$ cat src/rtl/dcache_mem_req_sched.sv
// Arbitrates the write-through dcache memory request port between loads and the write buffer,
// enforcing the store credit limit, the load ID pool and ordering of non-cacheable loads.
module dcache_mem_req_sched #(
    parameter int unsigned AddrWidth            = 32,
    parameter int unsigned DataWidth            = 32,
    parameter int unsigned NrLoadIds            = 2,
    parameter int unsigned MaxOutstandingStores = 7,
    parameter int unsigned StarveLimit          = 4,
    localparam int unsigned TidWidth   = (NrLoadIds > 1) ? $clog2(NrLoadIds) : 1,
    localparam int unsigned StCntWidth = $clog2(MaxOutstandingStores + 1),
    localparam int unsigned BeWidth    = DataWidth / 8
) (
    input  logic                  clk_i,
    input  logic                  rst_ni,
    input  logic                  ld_req_i,
    output logic                  ld_gnt_o,
    input  logic [AddrWidth-1:0]  ld_addr_i,
    input  logic                  ld_nc_i,
    output logic [TidWidth-1:0]   ld_tid_o,
    input  logic                  st_req_i,
    output logic                  st_gnt_o,
    input  logic [AddrWidth-1:0]  st_addr_i,
    input  logic [DataWidth-1:0]  st_data_i,
    input  logic [BeWidth-1:0]    st_be_i,
    output logic                  mem_req_o,
    input  logic                  mem_gnt_i,
    output logic                  mem_we_o,
    output logic [AddrWidth-1:0]  mem_addr_o,
    output logic [DataWidth-1:0]  mem_wdata_o,
    output logic [BeWidth-1:0]    mem_be_o,
    output logic [TidWidth-1:0]   mem_tid_o,
    input  logic                  mem_rsp_valid_i,
    input  logic                  mem_rsp_we_i,
    input  logic [TidWidth-1:0]   mem_rsp_tid_i,
    output logic [StCntWidth-1:0] st_outstanding_o,
    output logic                  idle_o,
    output logic                  err_o
);

    localparam int unsigned StarveWidth = $clog2(StarveLimit + 1);

    logic [NrLoadIds-1:0]   id_busy_q, id_busy_d;
    logic [StCntWidth-1:0]  st_cnt_q, st_cnt_d;
    logic [StarveWidth-1:0] starve_q, starve_d;
    logic                   err_q, err_d;

    logic                   req_q, req_d;
    logic                   we_q, we_d;
    logic [AddrWidth-1:0]   addr_q, addr_d;
    logic [DataWidth-1:0]   wdata_q, wdata_d;
    logic [BeWidth-1:0]     be_q, be_d;
    logic [TidWidth-1:0]    tid_q, tid_d;

    logic                   id_free;
    logic [TidWidth-1:0]    free_id;
    logic                   reg_free, ld_elig, st_elig, st_win, ld_gnt, st_gnt;
    logic                   rsp_ld, rsp_st, st_inc, st_dec;

    // Lowest free ID wins; the scan runs high-to-low so the last hit is the lowest index.
    always_comb begin
        id_free = 1'b0;
        free_id = '0;
        for (int i = NrLoadIds - 1; i >= 0; i--) begin
            if (!id_busy_q[i]) begin
                id_free = 1'b1;
                free_id = TidWidth'(unsigned'(i));
            end
        end
    end

    assign reg_free = !req_q || mem_gnt_i;
    assign ld_elig  = ld_req_i && id_free &&
                      (!ld_nc_i || (st_cnt_q == '0 && !(req_q && we_q)));
    assign st_elig  = st_req_i && (st_cnt_q < StCntWidth'(MaxOutstandingStores));
    assign st_win   = st_elig && (!ld_elig || starve_q == StarveWidth'(StarveLimit));
    assign st_gnt   = rst_ni && reg_free && st_win;
    assign ld_gnt   = rst_ni && reg_free && ld_elig && !st_win;

    assign rsp_ld = mem_rsp_valid_i && !mem_rsp_we_i;
    assign rsp_st = mem_rsp_valid_i && mem_rsp_we_i;
    assign st_inc = st_gnt;
    assign st_dec = rsp_st && (st_cnt_q != '0);

    always_comb begin
        id_busy_d = id_busy_q;
        err_d     = err_q;
        st_cnt_d  = st_cnt_q;
        starve_d  = starve_q;

        // A freed ID only shows up in the scan from the next cycle, since the scan reads _q.
        if (rsp_ld) begin
            if ((32'(mem_rsp_tid_i) < NrLoadIds) && id_busy_q[mem_rsp_tid_i]) begin
                id_busy_d[mem_rsp_tid_i] = 1'b0;
            end else begin
                err_d = 1'b1;
            end
        end
        if (ld_gnt) begin
            id_busy_d[free_id] = 1'b1;
        end

        if (rsp_st && st_cnt_q == '0) begin
            err_d = 1'b1;
        end
        if (st_inc && !st_dec) begin
            st_cnt_d = st_cnt_q + StCntWidth'(1);
        end else if (st_dec && !st_inc) begin
            st_cnt_d = st_cnt_q - StCntWidth'(1);
        end

        if (st_gnt) begin
            starve_d = '0;
        end else if (st_elig && ld_gnt && starve_q != StarveWidth'(StarveLimit)) begin
            starve_d = starve_q + StarveWidth'(1);
        end
    end

    always_comb begin
        req_d   = req_q;
        we_d    = we_q;
        addr_d  = addr_q;
        wdata_d = wdata_q;
        be_d    = be_q;
        tid_d   = tid_q;
        if (ld_gnt || st_gnt) begin
            req_d   = 1'b1;
            we_d    = st_gnt;
            addr_d  = st_gnt ? st_addr_i : ld_addr_i;
            wdata_d = st_gnt ? st_data_i : '0;
            be_d    = st_gnt ? st_be_i : '1;
            tid_d   = st_gnt ? '0 : free_id;
        end else if (mem_gnt_i) begin
            req_d = 1'b0;
        end
    end

    always_ff @(posedge clk_i) begin
        if (!rst_ni) begin
            id_busy_q <= '0;
            st_cnt_q  <= '0;
            starve_q  <= '0;
            err_q     <= 1'b0;
            req_q     <= 1'b0;
            we_q      <= 1'b0;
            addr_q    <= '0;
            wdata_q   <= '0;
            be_q      <= '0;
            tid_q     <= '0;
        end else begin
            id_busy_q <= id_busy_d;
            st_cnt_q  <= st_cnt_d;
            starve_q  <= starve_d;
            err_q     <= err_d;
            req_q     <= req_d;
            we_q      <= we_d;
            addr_q    <= addr_d;
            wdata_q   <= wdata_d;
            be_q      <= be_d;
            tid_q     <= tid_d;
        end
    end

    assign ld_gnt_o         = ld_gnt;
    assign st_gnt_o         = st_gnt;
    assign ld_tid_o         = ld_gnt ? free_id : '0;
    assign mem_req_o        = req_q;
    assign mem_we_o         = we_q;
    assign mem_addr_o       = addr_q;
    assign mem_wdata_o      = wdata_q;
    assign mem_be_o         = be_q;
    assign mem_tid_o        = tid_q;
    assign st_outstanding_o = st_cnt_q;
    assign idle_o           = (st_cnt_q == '0) && (id_busy_q == '0) && !req_q;
    assign err_o            = err_q;

endmodule

$ cat config.mk
export PLATFORM = sky130hd
export DESIGN_NAME = dcache_mem_req_sched
export DESIGN_NICKNAME = d
export VERILOG_FILES = /design/src/rtl/dcache_mem_req_sched.sv
export SDC_FILE = /design/constraint.sdc
export NUM_CORES = 1
export LEC_CHECK = 0
export BUFFER_PORTS_ARGS = -buffer_cell sky130_fd_sc_hd__buf_2
export CORE_MARGIN = 2
export CORE_UTILIZATION = 48
export CTS_CLUSTER_DIAMETER = 150
export DETAILED_ROUTE_END_ITERATION = 10
export PLACE_DENSITY = 0.95
export SLEW_MARGIN = 20
export SYNTH_ARGS = -nofsm -noshare
export SYNTH_HDL_FRONTEND = slang
export SYNTH_SLANG_ARGS = --single-unit
$ cat constraint.sdc
create_clock -name clk_i -period 6.5 [get_ports clk_i]
set_input_delay 1.3 -clock clk_i [delete_from_list [all_inputs] [get_ports clk_i]]
set_output_delay 1.3 -clock clk_i [all_outputs]
set_load 0.05 [all_outputs]
==> run metrics, run 1 <==
status=complete, no violations; row count=30; Tcrit/Tclk final=0.725; kind of critical path=primary input to output port; Max VDD drop=0.221 mV; crit start category=primary input; fmax=approximately 0.21 GHz; Worst setup EP type=output port; hold path depth=2; Hold Path Origin=mem_we_o; Design Power=around 1.5 mW; Setup-failing EPs final=0; Yosys top cell by area=dfxtp_1; Root Driver=clkbuf_8; Core ar.=approximately 7000 um^2; Pwr Density=roughly 330 nW/um^2; Mapped Nets=between 400 and 500; minimum clock period=approximately 4.7 ns; largest net degree at the start of global routing=44; htree depth=3; DR pass1 iterations=4; IO buf count=approximately 190; count of cell types in the netlist=40; clk_skew=0.0139 ns; Die W=roughly 88 um; TritonCTS buffer count=9; Resized Gates After CTS=0; most frequent cells in the layout=buf_2 (187), dfxtp_1 (80), nand3_1 (37), o21ai_0 (36), nor3_1 (33); Clock transition at path regs=~0.08 ns; Die Area=~7800 um^2; DP HPWL=approximately 7000 um; Critical Path AT=roughly 3.4 ns; number of hold buffers added after cts=0; sequential element share of the synthesized area=0.470; routed via count=3580; CP Data Required Time=5.20 ns; Post-Syn Instances=around 350; routed wire length=roughly 10000 um; post-route ant nets=0; First DRT Iteration DRCs=172; RSZ-0062 raised after global routing=false; #FFs+latches synth=80; global-route wire length before repair=about 16000 um; Post-synth EDFFs=0; Initial Utilization=0.498; top area cells in the synthesized netlist=dfxtp_1 (47%), a32o_1 (9.4%), a311oi_1 (8.2%), nand3_1 (5.4%), o21ai_0 (5.4%); reg-to-reg critical path endpoint=st_outstanding_o[2]; Yosys top cell area share=0.470; IO Pins=188; ys async rst share=0; Critical Path End=ld_gnt_o; Cell Area, Synth=between 3000 and 4000 um^2; drc violations=0; Placement Cell Area=4330 um^2; Min Hold Slack=between 0.4 and 0.5 ns; postcts setup bufs=0; Leakage=2.01 nW; Synth Flop Type=dfxtp_1; WL/cell=16.6 um; share of cells above drive strength 1=0.426; syn_area_per_cell=about 9.8 um^2; nets=629; CP max FO=43; final hold vios=0; clk_lat worst skew=roughly 0.34 ns; final core utilization=0.668; flop2flop setup slack=a little over 3 ns; Synth-to-Final Area Change=34.0%; Final GP Congestion=0.820; vias in the first global route=around 3400; Final Slew Violations=0; TritonCTS clock tree=done; commonest non-fill, non-tap cell in the layout=buf_2; GRT Overall Usage=0.251; Slew HR=0.368; Worst-Margin Slew=0.948 ns; Synthesis Warnings=0; R2R depth=11; Sum Neg Setup Slack=0 ns; worst r2r src=st_outstanding_o[0]; vias per cell=5.80; die height=just under 90 um; Post-Layout Inst Area=~4600 um^2; initial antenna violation count=0; Bufs on Longest Clock Path=2; n_diodes=0; CTS sink count=80; Hold WC Path Type=flop to flop; Critical Path Source=rst_ni; global route overflow=0; Max Cap Violations=0
## power by group
group          switching, mW  internal, mW  leakage, nW
clock                  0.182         0.229        0.117
combinational          0.383         0.139         1.24
sequential            0.0355         0.547        0.657
## logic make-up after synthesis
family	count (synthesis)	share of synthesized area
AO/OA/AOI/OAI	121	0.293
XOR/XNOR	3	0.00772
adder cells (fa/ha/maj)	4	0.0169
buffers and inverters	43	0.0643
flip-flops	80	0.470
multiplexers	1	0.00294
AND/OR/NAND/NOR	96	0.145
## critical path, cell delays in order
cell	delay, ns
buf_2	0.57
clkinv_1	0.14
buf_4	0.31
a311o_2	0.58
nor2_1	0.19
buf_2	0.29
## metrics by stage
stage	setup WS (ns)	cells
after detailed placement	1.63	601
after global placement	1.69	601
after floorplan	2.42	348
after global routing	1.59	617
after CTS	1.63	617
final	1.79	617
## routing by layer
metal / track usage / part of all wire / routed length, um
met2: 0.431 / 0.49 / 5030
met3: 0.0849 / 0.092 / 943
met5: 0 / 0 / 0
met4: 0.0744 / 0.0058 / 59
met1: 0.298 / 0.41 / 4190
## synthesized netlist by cell type (all sizes together), types with 2 or more instances
library cell / n
xor2: 2
inv: 5
nor2: 6
nand3b: 2
buf: 11
ha: 3
a32o: 32
o21ai: 37
clkbuf: 26
o22ai: 2
o221a: 4
or3: 2
dfxtp: 80
a21oi: 6
nand2b: 2
nor3: 33
nand3: 37
nand2: 6
a311oi: 33
## state kept, by name (all words and copies together), names as in the netlist
signal and count:
st_outstanding_o 3, mem_we_o 1, err_o 1, mem_addr_o 32, mem_wdata_o 32, mem_tid_o 1, mem_be_o 4, starve_q 3
mem_req_o 1, id_busy_q 2
## area by class of cell
cell class	instances	area, um^2
Sequential cell	80	1600
Tap cell	96	120
Inverter	6	22.5
Timing Repair Buffer	194	988
Multi-Input combinational cell	225	1600
Clock buffer	10	138
Clock inverter	6	91.3
Fill cell	578	2270
## worst min-delay path by stage
stage                            to  slack, ns
CTS                        mem_we_o       0.49
floorplan               starve_q[1]       0.45
global placement        starve_q[1]       0.46
finish                     mem_we_o       0.49
detailed placement  mem_wdata_o[18]       0.48
global route               mem_we_o       0.51
(Power assumes the default switching activity.)
==> run 2: changes to the inputs <==
Settings changed: ABC_AREA set to 1, CORE_UTILIZATION 48 to 47, PLACE_DENSITY 0.95 to 0.9.
Clock period 6.5 ns to 4.74 ns, I/O delays scaled along.
==> run metrics, run 2 <==
status=complete, no violations; Final GP Congestion=0.866 (+5.6%); global-route wire length before repair=17600 um (+13%); Root Driver=clkbuf_8; initial antenna violation count=0 (unchanged); final hold vios=0 (unchanged); Pwr Density=383 nW/um^2 (+15%); Post-synth EDFFs=0 (unchanged); Resized Gates After CTS=0 (unchanged); global route overflow=0 (unchanged); Core ar.=8300 um^2 (+21%); nets=909 (+45%); Initial Utilization=0.490 (-0.00823); Cell Area, Synth=4070 um^2 (+19%); CTS sink count=80 (unchanged); Hold Path Origin=mem_tid_o; CP max FO=34 (-21%); kind of critical path=primary input to output port; ys async rst share=0 (unchanged); largest net degree at the start of global routing=104 (+140%); worst r2r src=st_outstanding_o[1]; met2 routed WL=4980 um (-0.90%); Synthesis Warnings=0 (unchanged); Die Area=9410 um^2 (+21%); WL met3=837 um (-11%); post-route ant nets=0 (unchanged); top-count cell post-synth=nand2_1; delay-heaviest family, CP=buffers and inverters; fmax=between 0.2 and 0.3 GHz; Yosys top cell area share=0.394 (-0.0767); CP Data Required Time=3.79 ns (-1.41 ns); crit start category=primary input; Place WS=1.24 ns (-0.389 ns); Design Power=2.00 mW (+32%); Tcrit/Tclk final=0.734; DR top layer=met4; Mapped Nets=746 (+62%); Final Slew Violations=0 (unchanged); Max Cap Violations=0 (unchanged); most frequent cells in the layout=buf_2 (187), nand2_1 (147), nand3_1 (134), inv_1 (111), dfxtp_1 (80); vias per cell=4.82 (-17%); routed via count=4368 (+22%); share of cells above drive strength 1=0.271 (-0.155); DP HPWL=7690 um (+10%); Reg area=1600 um^2 (unchanged); Hold WC Path Type=flop to flop; Worst path slowest cell=nand3_2; die height=97.0 um (+10%); Sum Neg Setup Slack=0 ns (unchanged); Max VDD drop=0.168 mV (-24%); Setup-failing EPs final=0 (unchanged); Post-Syn Instances=633 (+82%); Most common cell on crit path=buf_2; TritonCTS clock tree=done; Bufs on Longest Clock Path=2 (unchanged); Worst setup EP type=output port; detailed-routing wirelength on met1=4880 um (+16%); Critical Path Source=ld_req_i; Worst-Margin Slew=0.993 ns (+0.0450 ns); IO buf count=187 (unchanged); row count=33 (+10%); WP buf/inv=4 (unchanged); Filler cells=782 (+35%); GRT Overall Usage=0.226 (-0.0244); Slew HR=0.338 (-0.0300); routed wire length=10800 um (+6.1%); most frequent cells after synthesis=nand2_1 (148), nand3_1 (134), inv_1 (111); WL/cell=12.0 um (-28%); TritonCTS buffer count=9 (unchanged); vias in the first global route=3761 (+12%); RSZ-0062 raised after global routing=false; Synth Flop Type=dfxtp_1; flop2flop setup slack=1.74 ns (-1.30 ns); worst setup margin=1.26 ns (-0.529 ns); max incr delay on CP=0.45 ns (-0.13 ns); CP Cell Sequence=buf_2 -> nand2_1 -> inv_1 -> nand3_2 -> nand2_4 -> inv_2 -> buf_2; count of cell types in the netlist=22 (-45%); Die W=97.0 um (+10%); Critical Path AT=2.53 ns (-0.88 ns); Leakage=3.04 nW (+51%); clk_skew=0.00687 ns (-0.00702 ns); drc violations=0 (unchanged); Synth-to-Final Area Change=28.1%; minimum clock period=between 3 and 4 ns; IO Pins=188 (unchanged); postcts setup bufs=0 (unchanged); Clock transition at path regs=0.08 ns (about the same); clk_lat worst skew=0.34 ns (about the same); sequential element share of the synthesized area=0.394 (-0.0767); DR pass1 iterations=4 (unchanged); Yosys top cell by area=dfxtp_1; commonest non-fill, non-tap cell in the layout=buf_2; #FFs+latches synth=80 (unchanged); syn_area_per_cell=6.43 um^2 (-34%); Multi-input gate area=1830 um^2 (+14%); First DRT Iteration DRCs=154 (-10%); n_diodes=0 (unchanged); top area cells in the synthesized netlist=dfxtp_1 (39%), nand3_1 (16%), nand2_1 (14%), inv_1 (10%), a21oi_1 (5.0%); htree depth=3 (unchanged); number of hold buffers added after cts=0 (unchanged)
[run 2: cell types whose count changed in the layout (fill, tap and decap cells not counted), sizes merged, moves of 24 or more]
cell    before  now
a311oi      33    0
o21ai       37   13
a32o        32    0
a21oi        6   42
nand3       37  135
nor2         6   48
nor3        33    3
nand2        6  149
inv          6  116
[run 2: through the flow]
step	instances	hold WS [ns]	util	instance area [um^2]
3_5_place_dp	890	0.462	0.599	4970
6_report	906	0.480	0.628	5210
4_1_cts	906	0.475	0.628	5210
3_3_place_gp	890	0.456	0.599	4970
2_1_floorplan	633	0.456	-	4070
5_1_grt	906	0.505	0.628	5210
[run 2: path summary, 6_finish.rpt]
kind,end,cells after the start
max,st_gnt_o,7
min,mem_tid_o,2
max reg2reg,st_outstanding_o[2],13
min reg2reg,mem_tid_o,2
[run 2: worst register-to-register path, cell delays in order (launching register included)]
cell	delay, ns
dfxtp_1	0.45
nor2_1	0.09
nand3_1	0.13
nand2_1	0.10
nand3_2	0.48
nand2_4	0.08
inv_2	0.42
ha_1	0.24
inv_1	0.07
fa_1	0.38
a21oi_1	0.14
o21ai_0	0.11
o21ai_0	0.15
a21oi_1	0.05
[run 2: final cells by class]
cell class,count,area share
Inverter,114,0.0821
Clock buffer,10,0.0245
Sequential cell,80,0.307
Clock inverter,6,0.0221
Timing Repair Buffer,193,0.188
Tap cell,105,0.0252
Multi-Input combinational cell,398,0.350
[run 2: layer usage]
metal	GRT usage	up-vias
li1	-	2286
met1	0.303	1877
met2	0.366	192
met3	0.0484	13
met4	0.0715	0
met5	0	-
[run 2: cell families after synthesis]
| kind of cell | Yosys count | share of synthesized area |
|---|---|---|
| compound gates | 55 | 0.0686 |
| simple gates | 337 | 0.360 |
| xor+xnor | 2 | 0.00431 |
| flops | 80 | 0.394 |
| buf+inv | 155 | 0.159 |
| fa+ha+maj | 4 | 0.0142 |
[run 2: where the power goes]
| group | switching, mW | internal, mW | leakage [nW] | total [mW] |
|---|---|---|---|---|
| registers | 0.0350 | 0.732 | 0.656 | 0.767 |
| clock network | 0.251 | 0.354 | 0.117 | 0.605 |
| logic | 0.455 | 0.170 | 2.26 | 0.625 |
| total | 0.741 | 1.26 | 3.04 | 2.00 |
